$ cat config.mk
export PLATFORM = sky130hd
export DESIGN_NAME = multicycle_control_flat
export DESIGN_NICKNAME = d
export VERILOG_FILES = /design/src/rtl/multicycle_control_if.sv /design/src/rtl/multicycle_control.sv /design/src/flat_wrapper.sv
export SDC_FILE = /design/constraint.sdc
export NUM_CORES = 1
export LEC_CHECK = 0
export BUFFER_PORTS_ARGS = -buffer_cell sky130_fd_sc_hd__buf_2
export CAP_MARGIN = 20
export CORE_MARGIN = 2
export CORE_UTILIZATION = 46
export DETAILED_ROUTE_END_ITERATION = 10
export PLACE_DENSITY_LB_ADDON = 0.2
export SYNTH_ARGS = -nofsm -noshare
export SYNTH_HDL_FRONTEND = slang
export SYNTH_SLANG_ARGS = --single-unit
export TNS_END_PERCENT = 10
$ cat constraint.sdc
create_clock -name clk -period 1.7 [get_ports clk]
set_input_delay 0.17 -clock clk [delete_from_list [all_inputs] [get_ports clk]]
set_output_delay 0.17 -clock clk [all_outputs]
set_load 0.02 [all_outputs]
$ cat src/rtl/multicycle_control_if.sv
// Control-side bundle for the multicycle RV32 datapath: opcode and memory
// handshake in, datapath strobes, ALU mode, status flags and debug state out.
interface multicycle_control_if;
    logic [6:0] opcode;
    logic       memReady;
    logic       pcWrite;
    logic       pcWriteCond;
    logic       iorD;
    logic       memRead;
    logic       memWrite;
    logic       irWrite;
    logic       memToReg;
    logic       regWrite;
    logic       aluSrcA;
    logic [1:0] aluSrcB;
    logic       aluOp0;
    logic       aluOp1;
    logic       pcSource;
    logic       instrRetired;
    logic       illegalOp;
    logic       busTimeout;
    logic [3:0] state;

    // The controller drives the strobes and observes opcode/memReady.
    modport master (
        input  opcode, memReady,
        output pcWrite, pcWriteCond, iorD, memRead, memWrite, irWrite,
               memToReg, regWrite, aluSrcA, aluSrcB, aluOp0, aluOp1,
               pcSource, instrRetired, illegalOp, busTimeout, state
    );

    // The datapath/memory side supplies opcode/memReady and consumes strobes.
    modport slave (
        output opcode, memReady,
        input  pcWrite, pcWriteCond, iorD, memRead, memWrite, irWrite,
               memToReg, regWrite, aluSrcA, aluSrcB, aluOp0, aluOp1,
               pcSource, instrRetired, illegalOp, busTimeout, state
    );
endinterface

$ cat src/rtl/multicycle_control.sv
// Main control FSM for the multicycle RV32 subset (R-type, lw, sw, beq).
// Memory states wait on memReady with a bounded wait counter; unknown
// opcodes and memory timeouts park the machine in ERROR until reset.
module multicycle_control #(
    parameter int TIMEOUT = 8,
    parameter int CNT_W   = 8
) (
    input  logic                  clk,
    input  logic                  reset,
    multicycle_control_if.master  bus
);

    typedef enum logic [3:0] {
        FETCH     = 4'd0,
        DECODE    = 4'd1,
        MEM_ADDR  = 4'd2,
        MEM_READ  = 4'd3,
        MEM_WB    = 4'd4,
        MEM_WRITE = 4'd5,
        EXEC_R    = 4'd6,
        ALU_WB    = 4'd7,
        BRANCH    = 4'd8,
        ERROR     = 4'd9
    } stateT;

    localparam logic [6:0] OP_RTYPE  = 7'b0110011;
    localparam logic [6:0] OP_LW     = 7'b0000011;
    localparam logic [6:0] OP_SW     = 7'b0100011;
    localparam logic [6:0] OP_BEQ    = 7'b1100011;
    localparam logic [CNT_W-1:0] LAST_WAIT = CNT_W'(TIMEOUT - 1);

    stateT            r_state;
    logic [CNT_W-1:0] r_waitCnt;
    logic [6:0]       r_opcode;
    logic             r_illegalOp;
    logic             r_busTimeout;

    // State sequencing, wait counting, opcode latch and sticky error flags.
    // The wait counter is zeroed on every transition so it always starts
    // fresh when a memory-waiting state is entered.
    always_ff @(posedge clk) begin
        if (reset) begin
            r_state      <= FETCH;
            r_waitCnt    <= '0;
            r_opcode     <= '0;
            r_illegalOp  <= 1'b0;
            r_busTimeout <= 1'b0;
        end else begin
            case (r_state)
                FETCH, MEM_READ, MEM_WRITE: begin
                    if (bus.memReady) begin
                        r_waitCnt <= '0;
                        case (r_state)
                            FETCH:    r_state <= DECODE;
                            MEM_READ: r_state <= MEM_WB;
                            default:  r_state <= FETCH;
                        endcase
                    end else if (r_waitCnt == LAST_WAIT) begin
                        r_waitCnt    <= '0;
                        r_state      <= ERROR;
                        r_busTimeout <= 1'b1;
                    end else begin
                        r_waitCnt <= r_waitCnt + CNT_W'(1);
                    end
                end
                DECODE: begin
                    r_opcode  <= bus.opcode;
                    r_waitCnt <= '0;
                    case (bus.opcode)
                        OP_RTYPE:     r_state <= EXEC_R;
                        OP_LW, OP_SW: r_state <= MEM_ADDR;
                        OP_BEQ:       r_state <= BRANCH;
                        default: begin
                            r_state     <= ERROR;
                            r_illegalOp <= 1'b1;
                        end
                    endcase
                end
                MEM_ADDR: begin
                    r_waitCnt <= '0;
                    r_state   <= (r_opcode == OP_LW) ? MEM_READ : MEM_WRITE;
                end
                EXEC_R: begin
                    r_waitCnt <= '0;
                    r_state   <= ALU_WB;
                end
                MEM_WB, ALU_WB, BRANCH: begin
                    r_waitCnt <= '0;
                    r_state   <= FETCH;
                end
                ERROR: begin
                    r_state <= ERROR;
                end
                default: begin
                    r_waitCnt <= '0;
                    r_state   <= ERROR;
                end
            endcase
        end
    end

    // Moore output decode; only FETCH's IR/PC load and MEM_WRITE's retire
    // pulse also look at memReady, so they fire only when memory completes.
    always_comb begin
        bus.pcWrite      = 1'b0;
        bus.pcWriteCond  = 1'b0;
        bus.iorD         = 1'b0;
        bus.memRead      = 1'b0;
        bus.memWrite     = 1'b0;
        bus.irWrite      = 1'b0;
        bus.memToReg     = 1'b0;
        bus.regWrite     = 1'b0;
        bus.aluSrcA      = 1'b0;
        bus.aluSrcB      = 2'b00;
        bus.aluOp0       = 1'b0;
        bus.aluOp1       = 1'b0;
        bus.pcSource     = 1'b0;
        bus.instrRetired = 1'b0;
        case (r_state)
            FETCH: begin
                bus.memRead = 1'b1;
                bus.aluSrcB = 2'b01;
                bus.irWrite = bus.memReady;
                bus.pcWrite = bus.memReady;
            end
            DECODE: begin
                bus.aluSrcB = 2'b11;
            end
            MEM_ADDR: begin
                bus.aluSrcA = 1'b1;
                bus.aluSrcB = 2'b10;
            end
            MEM_READ: begin
                bus.memRead = 1'b1;
                bus.iorD    = 1'b1;
            end
            MEM_WB: begin
                bus.regWrite     = 1'b1;
                bus.memToReg     = 1'b1;
                bus.instrRetired = 1'b1;
            end
            MEM_WRITE: begin
                bus.memWrite     = 1'b1;
                bus.iorD         = 1'b1;
                bus.instrRetired = bus.memReady;
            end
            EXEC_R: begin
                bus.aluSrcA = 1'b1;
                bus.aluOp1  = 1'b1;
            end
            ALU_WB: begin
                bus.regWrite     = 1'b1;
                bus.instrRetired = 1'b1;
            end
            BRANCH: begin
                bus.aluSrcA      = 1'b1;
                bus.aluOp0       = 1'b1;
                bus.pcWriteCond  = 1'b1;
                bus.pcSource     = 1'b1;
                bus.instrRetired = 1'b1;
            end
            default: begin
            end
        endcase
    end

    // Status and debug outputs straight from their registers.
    always_comb begin
        bus.state      = r_state;
        bus.illegalOp  = r_illegalOp;
        bus.busTimeout = r_busTimeout;
    end

endmodule

$ cat src/flat_wrapper.sv
// flat-port wrapper written by rule: the top's interface ports become plain ports
module multicycle_control_flat 
#(
    parameter int TIMEOUT = 8,
    parameter int CNT_W   = 8
)
  (clk, reset, bus_opcode, bus_memReady, bus_pcWrite, bus_pcWriteCond, bus_iorD, bus_memRead, bus_memWrite, bus_irWrite, bus_memToReg, bus_regWrite, bus_aluSrcA, bus_aluSrcB, bus_aluOp0, bus_aluOp1, bus_pcSource, bus_instrRetired, bus_illegalOp, bus_busTimeout, bus_state);
  multicycle_control_if bus_i ();
  input  logic clk;
  input  logic reset;
  input wire logic [$bits(bus_i.opcode)-1:0] bus_opcode;
  input wire logic [$bits(bus_i.memReady)-1:0] bus_memReady;
  output wire logic [$bits(bus_i.pcWrite)-1:0] bus_pcWrite;
  output wire logic [$bits(bus_i.pcWriteCond)-1:0] bus_pcWriteCond;
  output wire logic [$bits(bus_i.iorD)-1:0] bus_iorD;
  output wire logic [$bits(bus_i.memRead)-1:0] bus_memRead;
  output wire logic [$bits(bus_i.memWrite)-1:0] bus_memWrite;
  output wire logic [$bits(bus_i.irWrite)-1:0] bus_irWrite;
  output wire logic [$bits(bus_i.memToReg)-1:0] bus_memToReg;
  output wire logic [$bits(bus_i.regWrite)-1:0] bus_regWrite;
  output wire logic [$bits(bus_i.aluSrcA)-1:0] bus_aluSrcA;
  output wire logic [$bits(bus_i.aluSrcB)-1:0] bus_aluSrcB;
  output wire logic [$bits(bus_i.aluOp0)-1:0] bus_aluOp0;
  output wire logic [$bits(bus_i.aluOp1)-1:0] bus_aluOp1;
  output wire logic [$bits(bus_i.pcSource)-1:0] bus_pcSource;
  output wire logic [$bits(bus_i.instrRetired)-1:0] bus_instrRetired;
  output wire logic [$bits(bus_i.illegalOp)-1:0] bus_illegalOp;
  output wire logic [$bits(bus_i.busTimeout)-1:0] bus_busTimeout;
  output wire logic [$bits(bus_i.state)-1:0] bus_state;
  assign bus_i.opcode = bus_opcode;
  assign bus_i.memReady = bus_memReady;
  assign bus_pcWrite = bus_i.pcWrite;
  assign bus_pcWriteCond = bus_i.pcWriteCond;
  assign bus_iorD = bus_i.iorD;
  assign bus_memRead = bus_i.memRead;
  assign bus_memWrite = bus_i.memWrite;
  assign bus_irWrite = bus_i.irWrite;
  assign bus_memToReg = bus_i.memToReg;
  assign bus_regWrite = bus_i.regWrite;
  assign bus_aluSrcA = bus_i.aluSrcA;
  assign bus_aluSrcB = bus_i.aluSrcB;
  assign bus_aluOp0 = bus_i.aluOp0;
  assign bus_aluOp1 = bus_i.aluOp1;
  assign bus_pcSource = bus_i.pcSource;
  assign bus_instrRetired = bus_i.instrRetired;
  assign bus_illegalOp = bus_i.illegalOp;
  assign bus_busTimeout = bus_i.busTimeout;
  assign bus_state = bus_i.state;
  multicycle_control #(.TIMEOUT(TIMEOUT), .CNT_W(CNT_W)) u_core (.clk(clk), .reset(reset), .bus(bus_i));
endmodule
==> key figures <==
Synthesis
  – Combinational family with the most area after synthesis: simple AND/OR/NAND/NOR gates
  – Synth Area in Compound Gates: 0.1585
  – Xor/xnor share of the synthesized area: 0.05839
  – Synth Cell Area: 1200 um^2
  – Synth Area in Simple Gates: 0.3379
  – Ys async rst share: 0
  – Yosys reg bits: 21
  – Primary FF master, synth: dfxtp_1
  – EDFF count, synth: 0
  – Unique masters post-synth: 40
  – Mean Syn Cell Area: 7.842 um^2
  – Post-Synth Adder-Cell Area: 0.01877
  – Register area share after synthesis: 0.3504
  – Multiplexer share of the synthesized area: 0.01668
  – Total number of yosys warnings: 0
  – Post-synthesis cell count: 153
  – Syn nets: 164

Floorplan
  – Starting Density: 0.4843
  – Rows: 18
  – Die X: 55.08 um
  – Die height: 55.08 um
  – Core area: 2477 um^2
  – IO Count: 31
  – Die area: 3033 um^2

Worst setup path
  – CP max-delay cell: or4_4
  – Critical Path Max Stage Delay: 540 ps
  – Worst r2r dst: u_core.bus.busTimeout
  – Reg2reg start: u_core.r_waitCnt[3]
  – Crit Path Max Fanout: 5
  – Worst Path Arrival: 1900 ps
  – Cells on worst reg2reg path: 4
  – CP startpoint kind: flop
  – Crit path from: u_core.r_waitCnt[3]
  – WP data required: 1940 ps
  – Worst Setup End Kind: flop
  – Reg-to-reg slack, setup: 40 ps
  – Worst-path cell chain: or4_4 > nor3_4 > or3b_4 > a21oi_1
  – CP Class: flop to flop

Power
  – Pwr per Cell Area: 1062 nW/um^2
  – Leakage power: 0.6224 nW
  – Peak supply drop: 0.6318 mV

Global route
  – Largest net degree at the start of global routing: 26
  – Congestion Overflow GR: 0
  – Vias in the first global route: 954
  – GRT Total Usage: 0.1832
  – Initial antenna violation count: 0
  – First-pass GRT wire length: 4043 um

Hold path
  – Hold_sp: bus_opcode[3]
  – Hold EP: u_core.r_opcode[3]
  – Worst hold path cell count: 3
  – Hold Crit Class: input pin to flop

Job
  – Max-cap violations: 0

Placed design
  – Worst slack, placed: 74.94 ps
  – Placer Congestion: 0.7714
  – Port Buf Inserts: 30
  – Post-DP HPWL: 2022 um
  – Placed cells: 212

Layout
  – Commonest non-fill, non-tap cells in the layout: 29 x buf_2, 21 x nand2_1, 20 x dfxtp_1
  – Diode count: 0
  – Fillers: 252
  – Share of layout cells above drive strength 1: 0.3011
  – Non-filler cells, final: 216
  – Synth-to-Final Area Change: 21.90%
  – Commonest non-fill, non-tap cell in the layout: buf_2
  – Finished Core Util: 0.5904
  – NumNets Final: 198

Routing
  – DRT Pass-1 Iters: 4
  – Met2 WL: 1182 um
  – DR top layer: met4
  – Post-route DRC: 0
  – Routed vias: 1,144
  – Avg WL per Cell: 12.26 um
  – Met3 routed WL: 149 um
  – Iter 0 DRT Violations: 13
  – Routed WL: 2648 um
  – DRT antenna net count: 0
  – WL met1: 1296 um
  – DR vias/cell: 5.296

STA
  – Final Max Slew Viols: 0
  – Final hold vios: 0
  – RSZ-0062 raised after global routing: yes
  – Tmin final: 1657 ps
  – Final period utilization: 0.9749
  – Clock skew: 6.059 ps
  – Setup WS post-layout: 42.69 ps
  – Worst rel slew slack: 0.7141
  – Final setup viols: 0
  – Setup TNS: 0 ps
  – Fmax: 603.4 MHz
  – Slew @ Worst Pin: 428.8 ps
  – Fin Hold WS: 102.0 ps

Clock tree
  – CTS tree: yes
  – Cts hold-fix bufs: 0
  – TritonCTS sink count: 21
  – Clk slew on worst S/H paths: 120 ps
  – CTS Buf Count: 3
  – Skew-Pair Late Insertion Delay: 300 ps
  – CTS Root Cell: clkbuf_4
  – Worst-case clock buffer depth: 2
  – # H-tree levels: 1

Status
  – Outcome: finished, final reports clean
-- worst max-delay path by stage --
stage | slack (ps) | to | depth (start not counted)
2_1_floorplan | 10 | bus_instrRetired | 4
3_3_place_gp | 90 | u_core.bus.busTimeout | 4
3_5_place_dp | 70 | u_core.bus.busTimeout | 4
4_1_cts | 20 | bus_instrRetired | 4
5_1_grt | -50 | u_core.bus.state[3] | 4
6_report | 40 | u_core.bus.busTimeout | 4
-- kinds of logic after synthesis --
family | count (synthesis)
compound gates | 29
xor+xnor | 8
fa+ha+maj | 2
buf+inv | 16
flops | 21
mux | 2
simple gates | 75
-- report_power, final --
part	leakage (nW)	total, mW	internal, mW	switching, mW
Clock	0.0177	0.242	0.0875	0.154
Sequential	0.171	0.594	0.554	0.0400
Combinational	0.434	0.717	0.284	0.433
Total	0.622	1.55	0.926	0.627
-- flip-flops by register name, summed over array words and instances (netlist names) --
| name | cells |
|---|---|
| u_core.bus.busTimeout | 1 |
| u_core.r_opcode | 7 |
| u_core.bus.illegalOp | 1 |
| u_core.bus.state | 4 |
| u_core.r_waitCnt | 8 |
-- through the flow --
stage	power (mW)	cell area, um^2
floorplan	1.100	1202
global placement	1.289	1415
detailed placement	1.302	1415
CTS	1.540	1443
global route	1.664	1463
finish	1.553	1463
-- synth_stat cells, drive strengths merged (2+ instances only) --
cell / count / area share
nor2: 12 / 0.038
clkbuf: 8 / 0.025
nor3: 14 / 0.072
nand4: 5 / 0.026
nand4bb: 2 / 0.019
or4: 2 / 0.016
xnor2: 2 / 0.015
nand2b: 9 / 0.047
mux2i: 2 / 0.017
nand2: 21 / 0.066
a21oi: 11 / 0.046
dfxtp: 21 / 0.35
a211oi: 2 / 0.013
o21ai: 5 / 0.021
and3: 5 / 0.027
inv: 4 / 0.013
nor4: 2 / 0.010
buf: 4 / 0.022
xor2: 6 / 0.044
-- critical path, delay by kind of cell, from the launching register on --
family          cells  cell delay (ps)
simple gates        3             1140
flops               1              330
compound gates      1              140
-- final cells by class --
class,instances,area [um^2],share of cell area
multi-input cells,116,721.9,0.4936
flip-flops and latches,21,421.7,0.2883
repair buffers,41,239.0,0.1634
well taps,30,37.54,0.02566
clock buffers,3,22.52,0.01540
inverters,4,15.01,0.01027
clock inverters,1,5.005,0.003422
-- per-layer routing --
layer | global-route usage | up-vias
li1 | - | 601
met1 | 0.2571 | 513
met2 | 0.2937 | 28
met3 | 0.01882 | 2
met4 | 0.06098 | 0
met5 | 0 | -
-- repair_timing --
action,4_1_cts,5_1_grt
setup endpoints to repair,0,6
gates resized for setup,0,6
buffers inserted,0,0
Note: power is estimated with default switching activity, not from simulation.
